## config.mk

```make
export PLATFORM = sky130hd
export DESIGN_NAME = sram_axi_bridge
export DESIGN_NICKNAME = d
export VERILOG_FILES = /design/src/rtl/sram_axi_bridge_pkg.sv /design/src/rtl/sram_axi_wr_ctrl.sv /design/src/rtl/sram_axi_bridge.sv
export SDC_FILE = /design/constraint.sdc
export NUM_CORES = 1
export LEC_CHECK = 0
export ABC_AREA = 1
export BUFFER_PORTS_ARGS = -buffer_cell sky130_fd_sc_hd__buf_2
export CORE_AREA = 2 2 166 168
export DETAILED_ROUTE_END_ITERATION = 16
export DIE_AREA = 0 0 168 170
export GPL_ROUTABILITY_DRIVEN = 1
export GPL_TIMING_DRIVEN = 0
export PLACE_DENSITY = 0.5
export SLEW_MARGIN = 0
export SYNTH_ARGS = -nofsm -noshare
export SYNTH_HDL_FRONTEND = slang
export SYNTH_SLANG_ARGS = --single-unit
export TNS_END_PERCENT = 10
```

## constraint.sdc

```tcl
create_clock -name clk -period 2.75 [get_ports clk]
set_clock_uncertainty 0.2 [all_clocks]
set_input_delay 0.55 -clock clk [delete_from_list [all_inputs] [get_ports clk]]
set_output_delay 0.55 -clock clk [all_outputs]
set_load 0.01 [all_outputs]
```

## src/rtl/sram_axi_bridge_pkg.sv

```systemverilog
// Shared encodings and AXI constants for the SRAM-to-AXI bridge.
// Holds the FSM state types, the ARID/AWID assignments and the single-beat burst settings.
package sram_axi_bridge_pkg;

  typedef enum logic {
    AR_IDLE  = 1'b0,
    AR_VALID = 1'b1
  } ar_state_e;

  typedef enum logic [1:0] {
    W_IDLE  = 2'd0,
    W_SEND  = 2'd1,
    W_BRESP = 2'd2,
    W_DONE  = 2'd3
  } w_state_e;

  localparam logic [3:0] INST_ID   = 4'd0;
  localparam logic [3:0] DATA_ID   = 4'd1;
  localparam logic [7:0] AXI_LEN   = 8'd0;
  localparam logic [1:0] AXI_BURST = 2'b01;

endpackage

```

## src/rtl/sram_axi_wr_ctrl.sv

```systemverilog
// Write engine for the data port: accepts one SRAM write, drives AW and W
// independently, waits for B, then returns a single data_ok pulse.
module sram_axi_wr_ctrl
  import sram_axi_bridge_pkg::*;
(
  input  logic        clk,
  input  logic        reset,
  input  logic        req_i,
  input  logic        port_idle_i,
  input  logic [1:0]  size_i,
  input  logic [31:0] addr_i,
  input  logic [31:0] wdata_i,
  input  logic [3:0]  wstrb_i,
  output logic        addr_ok_o,
  output logic        data_ok_o,
  output logic        idle_o,
  output logic [31:0] awaddr_o,
  output logic [1:0]  size_o,
  output logic        awvalid_o,
  input  logic        awready_i,
  output logic [31:0] wdata_o,
  output logic [3:0]  wstrb_o,
  output logic        wvalid_o,
  input  logic        wready_i,
  input  logic        bvalid_i,
  output logic        bready_o
);

  w_state_e    state_q, state_d;
  logic        aw_done_q, aw_done_d;
  logic        w_done_q, w_done_d;
  logic [31:0] addr_q;
  logic [31:0] wdata_q;
  logic [3:0]  wstrb_q;
  logic [1:0]  size_q;

  assign idle_o    = (state_q == W_IDLE);
  assign addr_ok_o = idle_o & req_i & port_idle_i;
  assign data_ok_o = (state_q == W_DONE);
  assign awvalid_o = (state_q == W_SEND) & ~aw_done_q;
  assign wvalid_o  = (state_q == W_SEND) & ~w_done_q;
  assign bready_o  = (state_q == W_BRESP);
  assign awaddr_o  = addr_q;
  assign wdata_o   = wdata_q;
  assign wstrb_o   = wstrb_q;
  assign size_o    = size_q;

  always_comb begin
    state_d   = state_q;
    aw_done_d = aw_done_q;
    w_done_d  = w_done_q;
    unique case (state_q)
      W_IDLE: if (addr_ok_o) state_d = W_SEND;
      W_SEND: begin
        // AW and W may complete in either order; leave only when both have.
        aw_done_d = aw_done_q | (awvalid_o & awready_i);
        w_done_d  = w_done_q | (wvalid_o & wready_i);
        if (aw_done_d & w_done_d) begin
          state_d   = W_BRESP;
          aw_done_d = 1'b0;
          w_done_d  = 1'b0;
        end
      end
      W_BRESP: if (bvalid_i) state_d = W_DONE;
      W_DONE:  state_d = W_IDLE;
      default: state_d = W_IDLE;
    endcase
  end

  always_ff @(posedge clk) begin
    if (reset) begin
      state_q   <= W_IDLE;
      aw_done_q <= 1'b0;
      w_done_q  <= 1'b0;
    end else begin
      state_q   <= state_d;
      aw_done_q <= aw_done_d;
      w_done_q  <= w_done_d;
    end
  end

  always_ff @(posedge clk) begin
    if (addr_ok_o) begin
      addr_q  <= addr_i;
      wdata_q <= wdata_i;
      wstrb_q <= wstrb_i;
      size_q  <= size_i;
    end
  end

endmodule

```

## src/rtl/sram_axi_bridge.sv

```systemverilog
// Bridges the CPU's instruction and data SRAM-like ports onto one AXI master.
// Reads share a single AR channel (data beats inst); responses are steered by RID.
module sram_axi_bridge
  import sram_axi_bridge_pkg::*;
(
  input  logic        clk,
  input  logic        reset,
  input  logic        inst_sram_req,
  input  logic        inst_sram_wr,
  input  logic [1:0]  inst_sram_size,
  input  logic [3:0]  inst_sram_wstrb,
  input  logic [31:0] inst_sram_addr,
  input  logic [31:0] inst_sram_wdata,
  output logic        inst_sram_addr_ok,
  output logic        inst_sram_data_ok,
  output logic [31:0] inst_sram_rdata,
  input  logic        data_sram_req,
  input  logic        data_sram_wr,
  input  logic [1:0]  data_sram_size,
  input  logic [3:0]  data_sram_wstrb,
  input  logic [31:0] data_sram_addr,
  input  logic [31:0] data_sram_wdata,
  output logic        data_sram_addr_ok,
  output logic        data_sram_data_ok,
  output logic [31:0] data_sram_rdata,
  output logic [3:0]  arid,
  output logic [31:0] araddr,
  output logic [7:0]  arlen,
  output logic [2:0]  arsize,
  output logic [1:0]  arburst,
  output logic [1:0]  arlock,
  output logic [3:0]  arcache,
  output logic [2:0]  arprot,
  output logic        arvalid,
  input  logic        arready,
  input  logic [3:0]  rid,
  input  logic [31:0] rdata,
  input  logic [1:0]  rresp,
  input  logic        rlast,
  input  logic        rvalid,
  output logic        rready,
  output logic [3:0]  awid,
  output logic [31:0] awaddr,
  output logic [7:0]  awlen,
  output logic [2:0]  awsize,
  output logic [1:0]  awburst,
  output logic [1:0]  awlock,
  output logic [3:0]  awcache,
  output logic [2:0]  awprot,
  output logic        awvalid,
  input  logic        awready,
  output logic [3:0]  wid,
  output logic [31:0] wdata,
  output logic [3:0]  wstrb,
  output logic        wlast,
  output logic        wvalid,
  input  logic        wready,
  input  logic [3:0]  bid,
  input  logic [1:0]  bresp,
  input  logic        bvalid,
  output logic        bready
);

  ar_state_e   ar_state_q, ar_state_d;
  logic        inst_busy_q, inst_busy_d;
  logic        drd_busy_q, drd_busy_d;
  logic        inst_ok_q, inst_ok_d;
  logic        drd_ok_q, drd_ok_d;
  logic [31:0] inst_rdata_q, data_rdata_q;
  logic [31:0] araddr_q;
  logic [1:0]  arsize_q;
  logic [3:0]  arid_q;
  logic        data_rd_acc, inst_rd_acc, r_hs;
  logic        wr_idle, wr_addr_ok, wr_data_ok;
  logic [1:0]  wr_size;
  logic        unused_in;

  assign unused_in = ^{inst_sram_wr, inst_sram_wstrb, inst_sram_wdata,
                       rresp, rlast, bid, bresp};

  assign arid    = arid_q;
  assign araddr  = araddr_q;
  assign arlen   = AXI_LEN;
  assign arsize  = {1'b0, arsize_q};
  assign arburst = AXI_BURST;
  assign arlock  = 2'b00;
  assign arcache = 4'b0000;
  assign arprot  = 3'b000;
  assign arvalid = (ar_state_q == AR_VALID);
  assign rready  = ~reset;
  assign r_hs    = rvalid & rready;

  assign awid    = DATA_ID;
  assign wid     = DATA_ID;
  assign awlen   = AXI_LEN;
  assign awsize  = {1'b0, wr_size};
  assign awburst = AXI_BURST;
  assign awlock  = 2'b00;
  assign awcache = 4'b0000;
  assign awprot  = 3'b000;
  assign wlast   = 1'b1;

  assign inst_sram_addr_ok = inst_rd_acc;
  assign inst_sram_data_ok = inst_ok_q;
  assign inst_sram_rdata   = inst_rdata_q;
  assign data_sram_addr_ok = data_rd_acc | wr_addr_ok;
  assign data_sram_data_ok = drd_ok_q | wr_data_ok;
  assign data_sram_rdata   = data_rdata_q;

  always_comb begin
    ar_state_d  = ar_state_q;
    inst_busy_d = inst_busy_q;
    drd_busy_d  = drd_busy_q;
    // A data read waits for any write in flight so it observes the written value.
    data_rd_acc = (ar_state_q == AR_IDLE) & data_sram_req & ~data_sram_wr &
                  ~drd_busy_q & wr_idle;
    inst_rd_acc = (ar_state_q == AR_IDLE) & inst_sram_req & ~inst_busy_q & ~data_rd_acc;
    inst_ok_d   = r_hs & (rid == INST_ID) & inst_busy_q & ~inst_ok_q;
    drd_ok_d    = r_hs & (rid == DATA_ID) & drd_busy_q & ~drd_ok_q;
    unique case (ar_state_q)
      AR_IDLE:  if (data_rd_acc | inst_rd_acc) ar_state_d = AR_VALID;
      AR_VALID: if (arready) ar_state_d = AR_IDLE;
      default:  ar_state_d = AR_IDLE;
    endcase
    if (inst_rd_acc) inst_busy_d = 1'b1;
    else if (inst_ok_q) inst_busy_d = 1'b0;
    if (data_rd_acc) drd_busy_d = 1'b1;
    else if (drd_ok_q) drd_busy_d = 1'b0;
  end

  always_ff @(posedge clk) begin
    if (reset) begin
      ar_state_q   <= AR_IDLE;
      inst_busy_q  <= 1'b0;
      drd_busy_q   <= 1'b0;
      inst_ok_q    <= 1'b0;
      drd_ok_q     <= 1'b0;
      inst_rdata_q <= 32'd0;
      data_rdata_q <= 32'd0;
    end else begin
      ar_state_q  <= ar_state_d;
      inst_busy_q <= inst_busy_d;
      drd_busy_q  <= drd_busy_d;
      inst_ok_q   <= inst_ok_d;
      drd_ok_q    <= drd_ok_d;
      if (inst_ok_d) inst_rdata_q <= rdata;
      if (drd_ok_d)  data_rdata_q <= rdata;
    end
  end

  always_ff @(posedge clk) begin
    if (data_rd_acc) begin
      araddr_q <= data_sram_addr;
      arsize_q <= data_sram_size;
      arid_q   <= DATA_ID;
    end else if (inst_rd_acc) begin
      araddr_q <= inst_sram_addr;
      arsize_q <= inst_sram_size;
      arid_q   <= INST_ID;
    end
  end

  sram_axi_wr_ctrl u_wr_ctrl (
    .clk         (clk),
    .reset       (reset),
    .req_i       (data_sram_req & data_sram_wr),
    .port_idle_i (~drd_busy_q),
    .size_i      (data_sram_size),
    .addr_i      (data_sram_addr),
    .wdata_i     (data_sram_wdata),
    .wstrb_i     (data_sram_wstrb),
    .addr_ok_o   (wr_addr_ok),
    .data_ok_o   (wr_data_ok),
    .idle_o      (wr_idle),
    .awaddr_o    (awaddr),
    .size_o      (wr_size),
    .awvalid_o   (awvalid),
    .awready_i   (awready),
    .wdata_o     (wdata),
    .wstrb_o     (wstrb),
    .wvalid_o    (wvalid),
    .wready_i    (wready),
    .bvalid_i    (bvalid),
    .bready_o    (bready)
  );

endmodule

```

# Yosys cells after proc, flatten, opt, wreduce, memory -nomap -nowiden
# Cells that the tools add are included.
# Widths: inputs -> output; s select.
dict set report totals {
  reg_bits 178
  inputBits 196
  output_inout_bits 230
  word_cells 84
}
dict set report classes {
  eq_ne 7
  mux 17
  bitwise_logic 37
  reduce_logical 6
}
# operator n
set op_table {}
lappend op_table {{$mux 32} 2}
lappend op_table {{$and 1x1->1} 22}
lappend op_table {{$mux 2} 5}
lappend op_table {{$not 1->1} 10}
lappend op_table {{$mux 1} 8}
lappend op_table {{$pmux 2 s4} 1}
lappend op_table {{$ne 2x2->1 const B} 3}
lappend op_table {{$reduce_bool 2->1} 3}
lappend op_table {{$or 1x1->1} 5}
lappend op_table {{$eq 2x2->1 const B} 2}
lappend op_table {{$eq 4x1->1 const B} 1}
lappend op_table {{$logic_not 4->1} 1}
lappend op_table {{$reduce_and 3->1} 1}
lappend op_table {{$eq 2x1->1 const B} 1}
lappend op_table {{$logic_not 2->1} 1}
lappend op_table {{$pmux 1 s2} 1}

# Depth between registers and ports, before layout
dict set report logic_depth {
  word_depth 10
  ltp_mapped 10
  depth_no_buf 9
}

# By module
# A second synthesis with hierarchy kept.
dict set report unflattened {
  hier_cells 757
  area_unflattened_um2 7255.7
}
# mod instances cells_per_inst area_each_um2 seq_area_each_um2
set by_module_without_submodules {}
lappend by_module_without_submodules {sram_axi_bridge 1 636 4837.1 2422.3}
lappend by_module_without_submodules {sram_axi_wr_ctrl 1 121 2418.6 2182.1}

# Worst setup path after synthesis
# No wires, ideal clock.
dict set report synth_timing {
  path_type {register to register}
  start {reg u_wr_ctrl.state_q[0]}
  end {reg u_wr_ctrl.addr_q[0] (netlist: u_wr_ctrl.awaddr_o[0]) (enable)}
  setup_ps 424
  arrival_ps 2176
  path_slack_ps -50
  stages_incl_launch_ff 7
  period_less_slack_ps 2800
  cell_sequence {dfxtp_1 -> inv_1 -> ha_1 -> nand2_1 -> inv_2 -> nand3_1 -> inv_1}
}
dict set report synth_via {
  elab_chain_len 3
}
# element line
set synth_rtl {}
lappend synth_rtl {{start, declared} sram_axi_wr_ctrl.sv:29} ;# w_state_e state_q, state_d;
lappend synth_rtl {{start signal, assigned} sram_axi_wr_ctrl.sv:76} ;# state_q <= state_d;
lappend synth_rtl {{$logic_not 2->1} sram_axi_wr_ctrl.sv:37} ;# assign idle_o = (state_q == W_IDLE);
lappend synth_rtl {{$and 1x1->1 (2 in a row)} sram_axi_wr_ctrl.sv:38} ;# assign addr_ok_o = idle_o & req_i & port_idle_i;
lappend synth_rtl {{net u_wr_ctrl.addr_ok_o} sram_axi_wr_ctrl.sv:14} ;# output logic addr_ok_o,
lappend synth_rtl {{end signal, assigned} sram_axi_wr_ctrl.sv:84} ;# addr_q <= addr_i;
lappend synth_rtl {{end, declared} sram_axi_wr_ctrl.sv:32} ;# logic [31:0] addr_q;
# The timed path passes the listed nets, and every way through them passes these cells.
# A chain may end at the register's enable or synchronous reset.

# Worst setup path after layout
dict set report layout_timing {
  start {reg u_wr_ctrl.state_q[1]}
  end {out inst_sram_addr_ok}
}
dict set report layout_via {
  elab_chain_len 4
}
# element line
set layout_rtl {}
lappend layout_rtl {{$logic_not 2->1} sram_axi_wr_ctrl.sv:37}
lappend layout_rtl {{$and 1x1->1} sram_axi_bridge.sv:116} ;# ~drd_busy_q & wr_idle;
lappend layout_rtl {{$not 1->1} sram_axi_bridge.sv:117} ;# inst_rd_acc = (ar_state_q == AR_IDLE) & inst_sram_req & ~inst_busy_q & ~data_rd_acc;
lappend layout_rtl {{$and 1x1->1} sram_axi_bridge.sv:117}
lappend layout_rtl {{end, declared} sram_axi_bridge.sv:14} ;# output logic inst_sram_addr_ok,
# Every way passes these cells.

==> flow_summary.json <==
{
  "overflow": 0,
  "ir_drop_uv": 296,
  "slew_viol_final": 0,
  "ant_nets": 0,
  "path_max_fanout": 19,
  "worst_slew_pin_slew_ns": 0.754,
  "finalWorstSetupSlack_ns": 0.175,
  "max_freq_ghz": 0.388,
  "setup_tns_ns": 0,
  "drt_iter0_markers": 232,
  "pin_count": 426,
  "place_congestion": 0.783,
  "setup_viol": 0,
  "netlist_instances": 557,
  "p_per_area_nw_per_um2": 712,
  "dieArea_um2": 28600,
  "place_ws_ns": 0.143,
  "dp_hpwl_um": 16500,
  "clkSinkCount": 178,
  "cts_max_path_buffers": 2,
  "cap_viol_max_count": 0,
  "synth.cell_area_um2": 6800,
  "cp.required_ns": 2.00,
  "cp-end-kind": "primary output",
  "synth_warnings": 0,
  "syn_avg_cell_area_um2": 12.2,
  "status": "finished clean",
  "grt_pass1_vias": 5143,
  "antenna_found_initial": 4,
  "drt-wirelength-per-cell_um": 16.2,
  "start_util": 0.255,
  "rsz0062_at_grt": "false",
  "finalNetCount": 1155,
  "path_clk_slew_ns": 0.08,
  "post_cts_buffers": 0,
  "ys_seq_area_frac": 0.677,
  "grt_max_degree": 42,
  "startpoint_type": "flip-flop",
  "ys_types": 34,
  "cts-hold-fix-buffers": 0,
  "period_needed_ns": 2.57,
  "max-slew-margin-rel": 0.497,
  "grt_pass1_wl_um": 30600,
  "cts_tree": "done",
  "synth_seq_cells": 178,
  "crit_type": "reg -> out",
  "worstSkewPairLatency_ns": 0.42,
  "cts_made_buffers": 17,
  "firstDrtPassIters": 4,
  "num_vias": 5321,
  "nFillCells": 2735,
  "leakagePower_nw": 4.46,
  "drcViolationCount": 0,
  "syn2layout_area_growth_pct": 42.1,
  "routed_wl_um": 21200,
  "drive_above_1_share": 0.496,
  "globalRouteTotalUtil": 0.144,
  "hold_path_class": "in -> reg",
  "core-area_um2": 26700,
  "die-height_um": 170,
  "final_core_util": 0.363,
  "die_x_um": 168,
  "avgViaCountPerCell": 4.07,
  "num_rows": 60,
  "hold_viol_final": 0,
  "cts-htree-levels": 4,
  "port-buffer-count": 327,
  "finalCritPeriodShare": 0.936,
  "cp.arrival_ns": 1.82,
  "antenna_cells": 0,
  "ctsRootBufferMaster": "clkbuf_16"
}
==> worst max-delay path: stages (launching register included) <==
cell and delay, ns:
dfxtp_1 0.37, inv_1 0.10, ha_1 0.21, nand2_1 0.08, inv_2 0.04, nand3_2 0.11
buf_12 0.19, nand2_1 0.11, inv_1 0.07, buf_2 0.12
==> final cells by class <==
type	instances	area (um^2)	area share
flip-flops and latches	178	4610	0.476
repair buffers	329	1680	0.173
clock buffers	18	429	0.0444
clock inverters	14	134	0.0138
well taps	341	427	0.0441
plain buffers	74	573	0.0593
inverters	22	93.8	0.00971
multi-input cells	332	1730	0.179
==> metal layers <==
layer / global-route usage / vias to the layer above / share of wire
met5: 0 / - / 0.0022
met4: 0.0454 / 8 / 0.014
met3: 0.0691 / 24 / 0.12
met2: 0.240 / 283 / 0.46
met1: 0.162 / 2436 / 0.40
li1: - / 2570 / -
==> cells by family (layout without fill, tap and decap cells) <==
kind of cell,after synthesis,in the layout,synth area share
simple gates,169,169,0.102
mux,34,34,0.0590
other cells,2,52,0.00110
buf+inv,97,457,0.0973
compound gates,72,72,0.0542
fa+ha+maj,5,5,0.00919
flops,178,178,0.677
==> where the power goes <==
part           leakage, nW  internal, mW  switching, mW
Clock                0.277          1.21           1.17
Combinational         2.61         0.521          0.742
Sequential            1.57          3.15         0.0768
==> stage by stage <==
step / cell area [um^2] / hold slack [ns] / std cells / power (mW)
3_3_place_gp: 9060 / 0.229 / 1275 / 4.55
2_1_floorplan: 7000 / 0.272 / 607 / 4.01
6_report: 9670 / 0.0966 / 1308 / 6.88
4_1_cts: 9660 / 0.0708 / 1308 / 7.00
3_5_place_dp: 9100 / 0.240 / 1277 / 4.59
5_1_grt: 9670 / 0.0678 / 1308 / 7.22
==> cells in the final DEF, fill, tap and decap left out, types with 2 or more instances in the layout <==
cell	Yosys	final
clkbuf_2	3	3
nand3_1	6	6
ha_1	5	5
clkbuf_1	5	6
buf_2	4	331
dfxtp_1	74	73
nand2_2	2	3
buf_6	8	7
buf_8	2	2
clkinv_4	0	4
nand2_1	10	9
a21oi_1	3	3
mux2_2	29	29
buf_4	53	52
conb_1	2	52
o21ai_1	18	18
inv_6	1	4
buf_12	0	3
or2_1	2	2
mux2_4	5	5
nor3_2	2	2
inv_1	17	16
o21ai_0	48	48
nor2_1	141	141
inv_2	3	3
inv_8	0	6
clkbuf_16	0	17
edfxtp_1	104	104
==> cell usage after synthesis, drive strengths merged <==
cell type / instances / area [um^2]
nor3: 2 / 20.0
buf: 67 / 538
conb: 2 / 7.51
a31oi: 1 / 6.26
nand3b: 1 / 7.51
nand3: 7 / 40.0
nand2: 13 / 61.3
or2: 4 / 27.5
mux2: 34 / 402
nor2: 142 / 541
o211a: 1 / 10.0
clkbuf: 8 / 33.8
inv: 22 / 90.1
a21oi: 3 / 15.0
edfxtp: 104 / 3120
a211oi: 1 / 7.51
ha: 5 / 62.6
o21ai: 66 / 330
dfxtp: 74 / 1480
==> flip-flops by register name, summed over array words and instances (netlist names), 2 cells and up <==
signal,cells
u_wr_ctrl.state_q,2
u_wr_ctrl.wstrb_o,4
inst_sram_rdata,32
u_wr_ctrl.awaddr_o,32
u_wr_ctrl.wdata_o,32
u_wr_ctrl.size_o,2
arsize_q,2
araddr,32
data_sram_rdata,32
==> final timing paths <==
path	from	end	slack, ns	cells past startpoint
setup reg to reg	u_wr_ctrl.state_q[1]	u_wr_ctrl.awaddr_o[12]	0.20	7
setup / recovery	u_wr_ctrl.state_q[1]	inst_sram_addr_ok	0.18	9
hold reg to reg	arid[0]	arid[0]	0.25	2
hold / removal	data_sram_wdata[12]	u_wr_ctrl.wdata_o[12]	0.1	1
==> what timing repair did <==
| item | 4_1_cts | 5_1_grt |
|---|---|---|
| gates cloned | 0 | 0 |
| gates resized for setup | 2 | 2 |
| endpoints found under the setup margin | 2 | 1 |
No activity file was read; power rests on OpenSTA's default activity.
